### src/rtl/muldiv_unit.sv
// muldiv_unit: iterative unsigned multiply/divide beside the execute-stage ALU.
// Owns the architectural HI/LO registers. MULTU/DIVU take WIDTH cycles, and
// stall holds dependent ops issued while an operation is in progress.
//
// state   | meaning
// --------+------------------------------------------------------------
// ST_IDLE | no operation in flight; MFHI/MFLO read HI/LO with no delay
// ST_MUL  | shift-add multiply, one multiplier bit per cycle, LSB first
// ST_DIV  | restoring divide, one quotient bit per cycle, MSB first
module muldiv_unit #(
    parameter int WIDTH = 32
) (
    input  logic             clk,
    input  logic             rst_n,
    input  logic             op_valid,
    input  logic [3:0]       alu_ctrl,
    input  logic [WIDTH-1:0] a,
    input  logic [WIDTH-1:0] b,
    output logic [WIDTH-1:0] result,
    output logic             stall,
    output logic             busy,
    output logic             done,
    output logic [WIDTH-1:0] hi,
    output logic [WIDTH-1:0] lo
);

    localparam logic [3:0] OP_MULTU = 4'd7;
    localparam logic [3:0] OP_DIVU  = 4'd8;
    localparam logic [3:0] OP_MFHI  = 4'd9;
    localparam logic [3:0] OP_MFLO  = 4'd10;
    localparam logic [5:0] CNT_LAST = 6'(WIDTH - 1);

    typedef enum logic [1:0] {
        ST_IDLE = 2'd0,
        ST_MUL  = 2'd1,
        ST_DIV  = 2'd2
    } state_t;

    state_t state_q, state_d;

    // acc: upper product half (MUL) or partial remainder (DIV).
    // quo: multiplier shifting out / lower product half (MUL), or
    //      dividend shifting out / quotient shifting in (DIV).
    // opb: multiplicand (MUL) or divisor (DIV).
    logic [WIDTH-1:0] acc;
    logic [WIDTH-1:0] quo;
    logic [WIDTH-1:0] opb;
    logic [5:0]       cnt;

    logic start_mul;
    logic start_div;
    logic finish;
    logic last_iter;
    logic md_code;

    logic [WIDTH:0]   mul_sum;
    logic [WIDTH-1:0] mul_acc_nx;
    logic [WIDTH-1:0] mul_quo_nx;

    logic [WIDTH:0]   rem_sh;
    logic             div_ok;
    logic [WIDTH-1:0] div_diff;
    logic [WIDTH-1:0] div_acc_nx;
    logic [WIDTH-1:0] div_quo_nx;

    assign last_iter = (cnt == CNT_LAST);
    assign busy      = (state_q != ST_IDLE);
    assign md_code   = (alu_ctrl == OP_MULTU) || (alu_ctrl == OP_DIVU) ||
                       (alu_ctrl == OP_MFHI)  || (alu_ctrl == OP_MFLO);
    assign stall     = busy && op_valid && md_code;

    // HI/LO read port; MFHI/MFLO see the registers directly.
    always_comb begin
        result = '0;
        if (alu_ctrl == OP_MFHI) begin
            result = hi;
        end else if (alu_ctrl == OP_MFLO) begin
            result = lo;
        end
    end

    // State register; an asynchronous reset aborts any operation in flight.
    always_ff @(posedge clk or negedge rst_n) begin
        if (!rst_n) begin
            state_q <= ST_IDLE;
        end else begin
            state_q <= state_d;
        end
    end

    // Next-state decode: starts only from IDLE, completes on the last iteration.
    always_comb begin
        state_d   = state_q;
        start_mul = 1'b0;
        start_div = 1'b0;
        finish    = 1'b0;
        case (state_q)
            ST_IDLE: begin
                if (op_valid && (alu_ctrl == OP_MULTU)) begin
                    state_d   = ST_MUL;
                    start_mul = 1'b1;
                end else if (op_valid && (alu_ctrl == OP_DIVU)) begin
                    state_d   = ST_DIV;
                    start_div = 1'b1;
                end
            end
            ST_MUL, ST_DIV: begin
                if (last_iter) begin
                    state_d = ST_IDLE;
                    finish  = 1'b1;
                end
            end
            default: begin
                state_d = ST_IDLE;
            end
        endcase
    end

    // One multiply step: conditional add into the upper half, then shift
    // the whole product right with the carry entering at the top.
    always_comb begin
        mul_sum    = {1'b0, acc} + (quo[0] ? {1'b0, opb} : '0);
        mul_acc_nx = mul_sum[WIDTH:1];
        mul_quo_nx = {mul_sum[0], quo[WIDTH-1:1]};
    end

    // One restoring-divide step. The shifted remainder needs WIDTH+1 bits;
    // when it is >= the divisor the difference always fits in WIDTH bits.
    // A zero divisor always "subtracts", giving all-ones quotient and the
    // dividend as remainder.
    always_comb begin
        rem_sh     = {acc, quo[WIDTH-1]};
        div_ok     = (rem_sh >= {1'b0, opb});
        div_diff   = rem_sh[WIDTH-1:0] - opb;
        div_acc_nx = div_ok ? div_diff : rem_sh[WIDTH-1:0];
        div_quo_nx = {quo[WIDTH-2:0], div_ok};
    end

    // Working registers, iteration counter, HI/LO and the done pulse.
    always_ff @(posedge clk or negedge rst_n) begin
        if (!rst_n) begin
            acc  <= '0;
            quo  <= '0;
            opb  <= '0;
            cnt  <= '0;
            hi   <= '0;
            lo   <= '0;
            done <= 1'b0;
        end else begin
            done <= finish;
            if (start_mul) begin
                acc <= '0;
                quo <= b;
                opb <= a;
                cnt <= '0;
            end else if (start_div) begin
                acc <= '0;
                quo <= a;
                opb <= b;
                cnt <= '0;
            end else if (state_q == ST_MUL) begin
                acc <= mul_acc_nx;
                quo <= mul_quo_nx;
                cnt <= cnt + 6'd1;
                if (finish) begin
                    hi <= mul_acc_nx;
                    lo <= mul_quo_nx;
                end
            end else if (state_q == ST_DIV) begin
                acc <= div_acc_nx;
                quo <= div_quo_nx;
                cnt <= cnt + 6'd1;
                if (finish) begin
                    hi <= div_acc_nx;
                    lo <= div_quo_nx;
                end
            end
        end
    end

endmodule

### config.mk
export PLATFORM = sky130hd
export DESIGN_NAME = muldiv_unit
export DESIGN_NICKNAME = d
export VERILOG_FILES = /design/src/rtl/muldiv_unit.sv
export SDC_FILE = /design/constraint.sdc
export NUM_CORES = 1
export LEC_CHECK = 0
export BUFFER_PORTS_ARGS = -buffer_cell sky130_fd_sc_hd__buf_2
export CELL_PAD_IN_SITES_DETAIL_PLACEMENT = 1
export CELL_PAD_IN_SITES_GLOBAL_PLACEMENT = 1
export CORE_UTILIZATION = 47
export DETAILED_ROUTE_END_ITERATION = 16
export HOLD_SLACK_MARGIN = 0.08
export PLACE_DENSITY = 0.86
export SYNTH_ARGS = -nofsm -noshare
export SYNTH_HDL_FRONTEND = slang
export SYNTH_SLANG_ARGS = --single-unit
### constraint.sdc
create_clock -name clk -period 4.55 [get_ports clk]
set_input_delay 0.91 -clock clk [delete_from_list [all_inputs] [get_ports clk]]
set_output_delay 0.91 -clock clk [all_outputs]
set_load 0.02 [all_outputs]
==> results.py <==
metrics = {
    "synth": {
        "synth_area_leaders": "dfrtp_1 35%, ha_1 7.0%, nand2_1 6.4%, a21oi_1 5.5%, nor2_1 5.5%",
        "ys_warn_count": 0,
        "synth_top_area_share": 0.3501,
        "synth_edf_count": 0,
        "ys_seq_area_frac": 0.3501,
        "syn_nets": 1615,
        "async_reset_ff_frac": 1.000,
        "synthDistinctLibCells": 77,
        "syn_inst": 1474,
        "syn-cell-area_um2": 12080,
        "yosys_register_bits": 169,
        "syn_area_per_cell_um2": 8.195,
        "yosysTopAreaCell": "dfrtp_1",
        "ys.flop_type": "dfrtp_1",
    },
    "global_route": {
        "grt_pass1_vias": 12540,
        "antenna_found_initial": 2,
        "grt_pass1_wl_mm": 71.53,
        "track_usage": 0.3533,
        "grt_start_max_net_pins": 114,
        "overflow": 0,
    },
    "timing": {
        "setup_viol": 0,
        "skew_ns": 0.02349,
        "hold_viol_final": 0,
        "worst_pin_slew_ns": 0.9906,
        "post-route-period-util": 0.9083,
        "relSlewSlack": 0.3396,
        "fin_setup_tns_ns": 0,
        "grt_setup_unrepaired": "false",
        "finalMaxSlewViolations": 0,
        "fin_crit_ns": 4.133,
        "clock.fmax_mhz": 242.0,
    },
    "route": {
        "drc": 0,
        "drt_first_iter_violations": 975,
        "routed_wl_mm": 46.01,
        "detail-route-antenna-nets": 0,
        "routedWlPerCell_um": 23.72,
        "via_count": 12230,
        "dr.pass1.iters": 7,
        "viasPerCell": 6.304,
    },
    "cells_and_area": {
        "nets": 1735,
        "syn_to_final_growth_pct": 14.52,
        "fillers": 3094,
        "fin_cells": 1940,
        "drive_gt1_frac": 0.1668,
        "ff_latch_area_um2": 4229,
        "multiInputGateArea_um2": 7345,
    },
    "outcome": {
        "outcome": "completed",
    },
    "placed_design": {
        "placed_cells": 1905,
        "hpwl_mm": 33.44,
        "io_buffers": 169,
        "globalplace.congestion": 0.9651,
    },
    "clock_network": {
        "clock-root-buffer": "clkbuf_16",
        "path_clk_slew_ns": 0.08,
        "post_cts_buffers": 0,
        "clk_path_buf_depth": 2,
        "ctsResizeCount": 0,
        "cts_tree": "yes",
        "clock_latency_ns": 0.46,
        "cts_made_buffers": 17,
        "clock_sinks": 169,
        "h-tree-depth": 4,
        "cts_hold_buf": 0,
    },
    "critical_path": {
        "worstPathCellList": "inv_1 > buf_4 > nor2_1 > ha_1 > nand3_1 > nor2_1 > nand2_1 > a211oi_1 > o21ai_0 > o311ai_0 > nor2_1 > o31ai_1",
        "r2r_end": "hi[26]$_DFFE_PN0P_",
        "end_kind": "flip-flop",
        "rr_startpoint": "quo[0]$_DFFE_PN0P_",
        "crit_fanout": 28,
        "worst-r2r-setup-slack_ns": 0.42,
        "crit_type": "reg -> reg",
        "path_common_cell": "nor2_1",
        "required_ns": 4.90,
        "startpoint_type": "flip-flop",
        "crit_arrival_ns": 4.49,
        "r2r_cells": 12,
        "slowest_stage": "o311ai_0",
        "slowest_delay_ns": 0.71,
    },
    "pwr": {
        "p_leak_nw": 6.419,
        "powerDensity_nw_per_um2": 805.2,
        "ir_drop_v": 0.0004686,
    },
    "floorplanning": {
        "dieHeight_um": 162.3,
        "io_pins": 170,
        "die_x_um": 162.3,
        "dieArea_um2": 26340,
        "initial_core_util": 0.4797,
        "rows": 58,
        "coreArea_um2": 25180,
    },
    "flow_run": {
        "max_cap_violations": 0,
    },
    "hold_path": {
        "hold_class": "in -> async",
    },
}
## sequential cells by signal, summed over array words and instances (netlist names)
name / cells
done: 1
opb: 32
acc: 32
quo: 32
state_q: 2
lo: 32
cnt: 6
hi: 32
## cells in the final DEF (no fill, tap or decap), types with 10 or more instances in the layout
cell type,netlist,routed
nand2_1,205,204
nor2_1,176,176
dfrtp_1,169,169
buf_2,5,168
a21oi_1,132,132
o21ai_0,108,108
ha_1,68,67
inv_1,52,52
a31oi_1,48,48
a211oi_1,47,47
mux2i_1,46,46
a22o_1,34,34
xnor2_1,31,31
a21o_1,24,24
o22ai_1,21,21
xor2_1,21,21
nand3_1,22,20
buf_4,0,19
clkbuf_16,0,17
nor3_1,13,13
mux2_2,11,11
o21a_1,10,10
## worst max-delay path by stage
| stage | endpoint | slack (ns) | start | cells past startpoint |
|---|---|---|---|---|
| global placement | hi[26]$_DFFE_PN0P_ | 0.68 | quo[0]$_DFFE_PN0P_ | 12 |
| detailed placement | hi[26]$_DFFE_PN0P_ | 0.48 | quo[0]$_DFFE_PN0P_ | 12 |
| finish | hi[26]$_DFFE_PN0P_ | 0.42 | quo[0]$_DFFE_PN0P_ | 12 |
| floorplan | acc[27]$_DFFE_PN0P_ | 1.55 | quo[0]$_DFFE_PN0P_ | 13 |
| global route | hi[26]$_DFFE_PN0P_ | 0.15 | quo[0]$_DFFE_PN0P_ | 12 |
| CTS | hi[26]$_DFFE_PN0P_ | 0.48 | quo[0]$_DFFE_PN0P_ | 12 |
## worst max-delay path: cells and delay by family (launching register included)
family                   cells  cell delay (ns)
adder cells (fa/ha/maj)      1             0.39
AND/OR/NAND/NOR              5             0.80
flip-flops                   1             0.42
AO/OA/AOI/OAI                4             1.81
buffers and inverters        2             0.62
## where the power goes
group | internal [mW] | leakage (nW) | switching [mW] | total (mW)
registers | 2.01 | 1.81 | 0.560 | 2.57
logic | 2.66 | 4.31 | 4.39 | 7.05
clock network | 0.742 | 0.293 | 0.770 | 1.51
total | 5.42 | 6.42 | 5.72 | 11.1
## layer usage
metal  vias up  track usage  share of wire
li1       5556            -              -
met4         2       0.1162          0.024
met5         -            0        0.00028
met1      6123       0.4845           0.44
met3        77      0.07840          0.074
met2       471       0.5501           0.46
## synthesized netlist by cell type, types with 4 or more instances
cell type / count
nand2_1: 205
nor2_1: 176
dfrtp_1: 169
a21oi_1: 132
o21ai_0: 108
clkbuf_1: 73
ha_1: 68
inv_1: 52
a31oi_1: 48
a211oi_1: 47
mux2i_1: 46
a22o_1: 34
xnor2_1: 31
a21o_1: 24
nand3_1: 22
o22ai_1: 21
xor2_1: 21
nor3_1: 13
mux2_2: 11
and3_1: 10
o21a_1: 10
buf_1: 9
nand4_1: 9
o31ai_1: 9
mux2_4: 8
and2_1: 7
o21bai_1: 7
nand2b_1: 6
o211ai_1: 6
or3_1: 6
a21boi_0: 5
buf_2: 5
nor2b_1: 4
o211a_1: 4
## cell type report
| type | count | share of cell area |
|---|---|---|
| inverters | 53 | 0.01438 |
| clock inverters | 15 | 0.01302 |
| flip-flops and latches | 169 | 0.3057 |
| diodes | 3 | 0.0005427 |
| clock buffers | 17 | 0.03075 |
| repair buffers | 190 | 0.07480 |
| well taps | 330 | 0.02985 |
| multi-input cells | 1163 | 0.5309 |
## kinds of logic after synthesis
logic type / synth area share
adder cells (fa/ha/maj): 0.07375
multiplexers: 0.05832
flip-flops: 0.3501
buffers and inverters: 0.04589
AO/OA/AOI/OAI: 0.2646
AND/OR/NAND/NOR: 0.1697
XOR/XNOR: 0.03770
## per-stage QoR
stage | area, µm² | power [mW] | worst slack (ns) | util | hold slack (ns)
4_1_cts | 13830 | 10.99 | 0.4801 | 0.5490 | 0.4372
3_5_place_dp | 13220 | 9.357 | 0.4773 | 0.5250 | 0.5025
6_report | 13830 | 11.14 | 0.4170 | 0.5493 | 0.4113
2_1_floorplan | 12080 | 7.338 | 1.551 | - | 0.5030
3_3_place_gp | 13220 | 9.111 | 0.6807 | 0.5250 | 0.4920
5_1_grt | 13830 | 11.78 | 0.1528 | 0.5490 | 0.4572
Power figures use the tool's default switching activity.
